===== config.mk =====
export PLATFORM = sky130hd
export DESIGN_NAME = uart_fab_rx
export DESIGN_NICKNAME = d
export VERILOG_FILES = /design/src/rtl/uart_fab_pkg.sv /design/src/rtl/uart_fab_rx_fifo.sv /design/src/rtl/uart_fab_rx.sv
export SDC_FILE = /design/constraint.sdc
export NUM_CORES = 1
export LEC_CHECK = 0
export BUFFER_PORTS_ARGS = -buffer_cell sky130_fd_sc_hd__buf_4
export CAP_MARGIN = 20
export CELL_PAD_IN_SITES_DETAIL_PLACEMENT = 0
export CELL_PAD_IN_SITES_GLOBAL_PLACEMENT = 2
export CORE_ASPECT_RATIO = 1.75
export CORE_UTILIZATION = 45
export DETAILED_ROUTE_END_ITERATION = 8
export MAX_ROUTING_LAYER = met4
export PLACE_DENSITY = 0.91
export RECOVER_POWER = 25
export SETUP_SLACK_MARGIN = 0.05
export SYNTH_ARGS = -nofsm -noshare
export SYNTH_HDL_FRONTEND = slang
export SYNTH_SLANG_ARGS = --single-unit

===== constraint.sdc =====
create_clock -name FAB_CCC_GL0 -period 4.2 [get_ports FAB_CCC_GL0]
set_input_delay 0.63 -clock FAB_CCC_GL0 [delete_from_list [all_inputs] [get_ports FAB_CCC_GL0]]
set_output_delay 0.63 -clock FAB_CCC_GL0 [all_outputs]
set_load 0.01 [all_outputs]

===== src/rtl/uart_fab_pkg.sv =====
// Shared constants and FSM state type for the fabric-side UART receiver.
package uart_fab_pkg;

    localparam int OVERSAMPLE = 16;
    localparam int DATA_BITS  = 8;

    localparam logic [3:0] MID_SAMPLE  = 4'd7;
    localparam logic [3:0] LAST_SAMPLE = 4'd15;

    typedef enum logic [2:0] {
        IDLE,
        START,
        DATA,
        STOP,
        BRK_WAIT
    } rx_state_t;

endpackage


===== src/rtl/uart_fab_rx_fifo.sv =====
// First-word-fall-through byte FIFO: head is read combinationally from the
// registered read pointer; a push into a full FIFO is taken only alongside a pop.
module uart_fab_rx_fifo
    import uart_fab_pkg::*;
#(
    parameter int DEPTH = 8
) (
    input  logic                      clk_i,
    input  logic                      rst_ni,
    input  logic                      push_i,
    input  logic                      pop_i,
    input  logic [DATA_BITS-1:0]      wdata_i,
    output logic [DATA_BITS-1:0]      rdata_o,
    output logic                      empty_o,
    output logic                      full_o,
    output logic [$clog2(DEPTH):0]    level_o
);

    localparam int AW = $clog2(DEPTH);

    logic [DATA_BITS-1:0] mem_q [DEPTH];
    logic [AW-1:0]        wptr_q, rptr_q;
    logic [AW:0]          level_q, level_d;
    logic                 empty_q, full_q;
    logic                 do_push, do_pop;

    assign do_pop  = pop_i && !empty_q;
    assign do_push = push_i && (!full_q || do_pop);

    always_comb begin
        level_d = level_q;
        case ({do_push, do_pop})
            2'b10:   level_d = level_q + (AW+1)'(1);
            2'b01:   level_d = level_q - (AW+1)'(1);
            default: level_d = level_q;
        endcase
    end

    // Storage is cleared on reset so the head reads 0 until the first push.
    always_ff @(posedge clk_i) begin
        if (!rst_ni) begin
            for (int i = 0; i < DEPTH; i++) begin
                mem_q[i] <= '0;
            end
            wptr_q  <= '0;
            rptr_q  <= '0;
            level_q <= '0;
            empty_q <= 1'b1;
            full_q  <= 1'b0;
        end else begin
            if (do_push) begin
                mem_q[wptr_q] <= wdata_i;
                wptr_q        <= wptr_q + AW'(1);
            end
            if (do_pop) begin
                rptr_q <= rptr_q + AW'(1);
            end
            level_q <= level_d;
            empty_q <= (level_d == '0);
            full_q  <= (level_d == (AW+1)'(DEPTH));
        end
    end

    assign rdata_o = mem_q[rptr_q];
    assign empty_o = empty_q;
    assign full_o  = full_q;
    assign level_o = level_q;

endmodule


===== src/rtl/uart_fab_rx.sv =====
// Fabric UART receiver (8N1, LSB first, 16x oversampling) feeding a small FWFT
// FIFO, with sticky framing/overrun flags and a data-pending interrupt.
module uart_fab_rx
    import uart_fab_pkg::*;
#(
    parameter int BAUD_DIV   = 27,
    parameter int FIFO_DEPTH = 8
) (
    input  logic                           FAB_CCC_GL0,
    input  logic                           FAB_RESET_N,
    input  logic                           RX,
    input  logic                           RD_EN,
    output logic [7:0]                     RD_DATA,
    output logic                           RX_EMPTY,
    output logic                           RX_FULL,
    output logic [$clog2(FIFO_DEPTH):0]    FIFO_LEVEL,
    output logic                           FRAMING_ERR,
    output logic                           OVERRUN_ERR,
    input  logic                           ERR_CLR,
    output logic                           INT
);

    logic                 sync1_q, rxs_q;
    rx_state_t            state_q, state_d;
    logic [11:0]          div_q, div_d;
    logic                 tick;
    logic [3:0]           scnt_q, scnt_d;
    logic [2:0]           bidx_q, bidx_d;
    logic [DATA_BITS-1:0] shift_q, shift_d;
    logic                 push_q, push_d;
    logic                 fe_q, fe_d, fe_set;
    logic                 oe_q, oe_d, oe_set;
    logic                 fifo_empty, fifo_full;

    // Divider is parked at 0 while idle so ticks line up with the start edge.
    assign tick  = (state_q != IDLE) && (div_q == 12'(BAUD_DIV - 1));
    assign div_d = (state_q == IDLE || tick) ? '0 : div_q + 12'd1;

    always_comb begin
        state_d = state_q;
        scnt_d  = scnt_q;
        bidx_d  = bidx_q;
        shift_d = shift_q;
        push_d  = 1'b0;
        fe_set  = 1'b0;
        if (tick) begin
            scnt_d = scnt_q + 4'd1;
        end
        case (state_q)
            IDLE: begin
                if (!rxs_q) begin
                    scnt_d  = '0;
                    state_d = START;
                end
            end
            START: begin
                if (tick && scnt_q == MID_SAMPLE) begin
                    if (rxs_q) begin
                        state_d = IDLE;
                    end else begin
                        scnt_d  = '0;
                        bidx_d  = '0;
                        state_d = DATA;
                    end
                end
            end
            DATA: begin
                if (tick && scnt_q == LAST_SAMPLE) begin
                    shift_d = {rxs_q, shift_q[DATA_BITS-1:1]};
                    bidx_d  = bidx_q + 3'd1;
                    if (bidx_q == 3'(DATA_BITS - 1)) begin
                        state_d = STOP;
                    end
                end
            end
            STOP: begin
                if (tick && scnt_q == LAST_SAMPLE) begin
                    if (rxs_q) begin
                        push_d  = 1'b1;
                        state_d = IDLE;
                    end else begin
                        fe_set  = 1'b1;
                        state_d = BRK_WAIT;
                    end
                end
            end
            BRK_WAIT: begin
                if (rxs_q) begin
                    state_d = IDLE;
                end
            end
            default: state_d = IDLE;
        endcase
    end

    // A full FIFO still accepts the byte when the head is popped the same cycle.
    assign oe_set = push_q && fifo_full && !(RD_EN && !fifo_empty);
    assign fe_d   = fe_set || (fe_q && !ERR_CLR);
    assign oe_d   = oe_set || (oe_q && !ERR_CLR);

    always_ff @(posedge FAB_CCC_GL0) begin
        if (!FAB_RESET_N) begin
            sync1_q <= 1'b1;
            rxs_q   <= 1'b1;
            state_q <= IDLE;
            div_q   <= '0;
            scnt_q  <= '0;
            bidx_q  <= '0;
            shift_q <= '0;
            push_q  <= 1'b0;
            fe_q    <= 1'b0;
            oe_q    <= 1'b0;
        end else begin
            sync1_q <= RX;
            rxs_q   <= sync1_q;
            state_q <= state_d;
            div_q   <= div_d;
            scnt_q  <= scnt_d;
            bidx_q  <= bidx_d;
            shift_q <= shift_d;
            push_q  <= push_d;
            fe_q    <= fe_d;
            oe_q    <= oe_d;
        end
    end

    uart_fab_rx_fifo #(
        .DEPTH (FIFO_DEPTH)
    ) u_fifo (
        .clk_i   (FAB_CCC_GL0),
        .rst_ni  (FAB_RESET_N),
        .push_i  (push_q),
        .pop_i   (RD_EN),
        .wdata_i (shift_q),
        .rdata_o (RD_DATA),
        .empty_o (fifo_empty),
        .full_o  (fifo_full),
        .level_o (FIFO_LEVEL)
    );

    assign RX_EMPTY    = fifo_empty;
    assign RX_FULL     = fifo_full;
    assign INT         = !fifo_empty;
    assign FRAMING_ERR = fe_q;
    assign OVERRUN_ERR = oe_q;

endmodule

==> results.md <==
- Initial core utilization: 46.1%
- Drt total wl: roughly 9900 microns
- Die height: approximately 140 microns
- Hold_buf cts: 0
- Static Leak: roughly 2.2 nW
- Register share of total power: roughly 44%
- Final instance area: between 5000 and 6000 sq um
- Final Net Count: 464
- Max cap viols: 0
- Most numerous cell in the Yosys netlist: and2_1
- TritonRoute pass-1 iters: 4
- Placed inst area: roughly 5400 sq um
- Worst hold slack: about 0.41 ns
- Beginning of the worst register-to-register path: u_fifo.empty_o$_SDFF_PN1_
- Async S/R FF share, synth: 0%
- Hpwl dp: roughly 7200 microns
- Setup_tns: 0 ns
- Logic pwr share: under 10%
- Post-Syn Nets: about 430
- Grt total ovfl: 0
- Antenna-violating nets left: 0
- Post_cts resized: 0
- Share of cells above drive strength 1: between 10% and 20%
- TritonCTS Buffers: 17
- Post-CTS setup buffers: 0
- Largest delay share family, worst path: buffers and inverters
- Critical Path, Cell by Cell: clkbuf_1, inv_1, or3_1, nor2_1, and2_1
- Worst clock skew: roughly 0.0052 ns
- EDFF count, synth: 64
- Ports: 22
- Width of the die: approximately 80 microns
- Maximum VDD drop: approximately 320 uV
- Initial antenna violation count: 0
- Crit Path Class: input pin to register
- Status: finished clean
- CTS tree: done
- Post-synth top flop: edfxtp_1
- Port Buf Inserts: 21
- Final setup vio count: 0
- Post-Syn Area per Cell: 12.2 sq um
- Critical path fanouts, max: 29
- Crit. Startpoint: FAB_RESET_N
- Hold_sp: RX
- Int Power: 2.25 mW
- Worst-Skew Late Latency: about 0.40 ns
- Clock slew at reported path FFs: 0.05 ns
- Reg2reg setup slack: approximately 1.5 ns
- Area Overhead vs Synth: 17.7%
- Startpoint types: input pin
- Max Buffers Root-to-Sink: 2
- Rows: 51
- Net Sw Frac: between 20 and 25%
- F_max: just over 0.3 GHz
- Pwr dens: 472 nW/um^2
- Vias: 3125
- Slowest cell delay on critical path: slightly below 1 ns
- Unique masters post-synth: 42
- Drt drc: 0
- All-Layer GR Usage: about a fifth
- Initial DRC count: roughly 130
- First-pass GRT wire length: ~16000 microns
- Worst-path cell with the longest stage delay: clkbuf_1
- Slew Viols, Final: 0
- WP buf/inv: 2
- CTS Sinks: approximately 110
- Syn Inst Count: around 420
- Via density: around 5.3
- H-tree Lvls: 4
- Vias in the first global route: approximately 3200
- Clock share of power: 52.6%
- Wire per inst: between 15 and 20 microns
- Largest area contributor in the netlist: edfxtp_1
- Post-Synthesis Cell Area: about 5000 sq um
- Switch Pwr: a little under 0.6 mW
- CP Data Arrival Time: between 3 and 4 ns
- Post-synthesis sequential area ratio: 57.5%
- RSZ-0062 raised after global routing: no
- Top post-synthesis cells by count: 65 x and2_1, 64 x edfxtp_1, 50 x dfxtp_1
- Crit. End Element: register
- Worst Path Required: around 4.5 ns
- Endpoints failing hold: 0
- N_diodes: 0
- Period utilization: about four fifths
- Core area: between 10000 and 15000 sq um
- Crit path time final: about 3.3 ns
- Yosys warns: 0
- Hold Crit Class: input pin to register
- Relative slew slack: between 6 and 7%
- Final GP Congestion: 0.736
- Largest net degree at the start of global routing: 30
- Worst-Margin Slew: roughly 1.4 ns
- Synth Register Bits: between 100 and 150
- Die ar.: between 10000 and 15000 sq um
- Top cells by area, synth: edfxtp_1 38%, dfxtp_1 20%, and2_1 8.0%
- Share of the synthesized area in the top cell type: a little under two fifths
- CTS Root Cell: clkbuf_16
==> final timing paths <==
| check | to | cells past startpoint |
|---|---|---|
| max | u_fifo.mem_q[1][1]$_SDFFCE_PN0P_ | 5 |
| min | sync1_q$_SDFF_PN1_ | 2 |
| max reg2reg | u_fifo.empty_o$_SDFF_PN1_ | 11 |
| min reg2reg | rxs_q$_SDFF_PN1_ | 1 |
==> cell families (layout without fill, tap and decap cells) <==
family,after synthesis,count (layout),share of synthesized area [%]
buffers and inverters,21,66,1.62
multiplexers,36,36,11.2
adder cells (fa/ha/maj),10,10,2.46
flip-flops,114,114,57.5
AO/OA/AOI/OAI,26,26,3.62
AND/OR/NAND/NOR,190,190,20.2
XOR/XNOR,20,20,3.44
==> power by group through the flow <==
stage          combinational, mW  sequential, mW  clock, mW
2_1_floorplan             0.0847            1.24          0
3_3_place_gp               0.104            1.26          0
3_5_place_dp               0.105            1.26          0
4_1_cts                    0.106            1.24       1.52
5_1_grt                    0.115            1.24       1.56
6_report                   0.103            1.24       1.49
==> placed cells by master, fill, tap and decap left out, drive strengths merged, types with 2 or more instances in the layout <==
| cell type | count |
|---|---|
| nor2b | 2 |
| bufinv | 4 |
| nand2 | 28 |
| xnor2 | 10 |
| a21oi | 6 |
| ha | 10 |
| dfxtp | 50 |
| o22ai | 4 |
| buf | 16 |
| nand3b | 2 |
| nor3 | 9 |
| inv | 7 |
| xor2 | 10 |
| edfxtp | 64 |
| and2 | 65 |
| nand4b | 2 |
| or3 | 4 |
| mux2 | 8 |
| a211o | 3 |
| clkinvlp | 5 |
| o21ai | 4 |
| mux4 | 16 |
| nor2 | 43 |
| clkbuf | 31 |
| clkinv | 3 |
| mux2i | 12 |
| nor4 | 4 |
| a211oi | 2 |
| nand3 | 5 |
| nand4 | 6 |
| nand2b | 15 |
| and3 | 3 |
==> per-layer routing <==
metal  GRT usage (%)  share of wire, %
met5               -                 0
met1            19.2                36
met4            8.86               2.7
met2            37.0                59
met3            4.47               2.7
==> sequential cells by signal, summed over array words and instances (netlist names), named ones only <==
| signal | flops |
|---|---|
| FRAMING_ERR | 1 |
| OVERRUN_ERR | 1 |
| bidx_q | 3 |
| div_q | 12 |
| push_q | 1 |
| rxs_q | 1 |
| scnt_q | 4 |
| shift_q | 8 |
| state_q | 3 |
| sync1_q | 1 |
| u_fifo.empty_o | 1 |
| u_fifo.full_o | 1 |
| u_fifo.level_o | 4 |
| u_fifo.mem_q | 64 |
| u_fifo.rptr_q | 3 |
| u_fifo.wptr_q | 3 |
==> worst reg2reg max path: cells and delay by family, from the launching register on <==
family / cells / cell delay, ns
simple gates: 2 / 0.25
xor+xnor: 3 / 0.51
buf+inv: 1 / 0.18
fa+ha+maj: 2 / 0.49
flops: 1 / 0.32
compound gates: 3 / 0.88
==> metrics by stage <==
stage	util (%)	cells	power, mW	setup WS [ns]
floorplan	-	417	1.33	1.54
global placement	48.8	560	1.36	1.28
detailed placement	48.8	560	1.36	1.20
CTS	54.4	592	2.86	1.02
global route	54.2	594	2.92	0.587
finish	54.2	594	2.83	0.888
==> layout make-up <==
cell class,instances,area (sq um)
fillers,952,5050
flip-flops and latches,114,2920
multi-input cells,282,2080
clock buffers,19,433
clock inverters,13,185
repair buffers,28,183
well taps,132,165
inverters,6,22.5
Power figures use the tool's default switching activity.
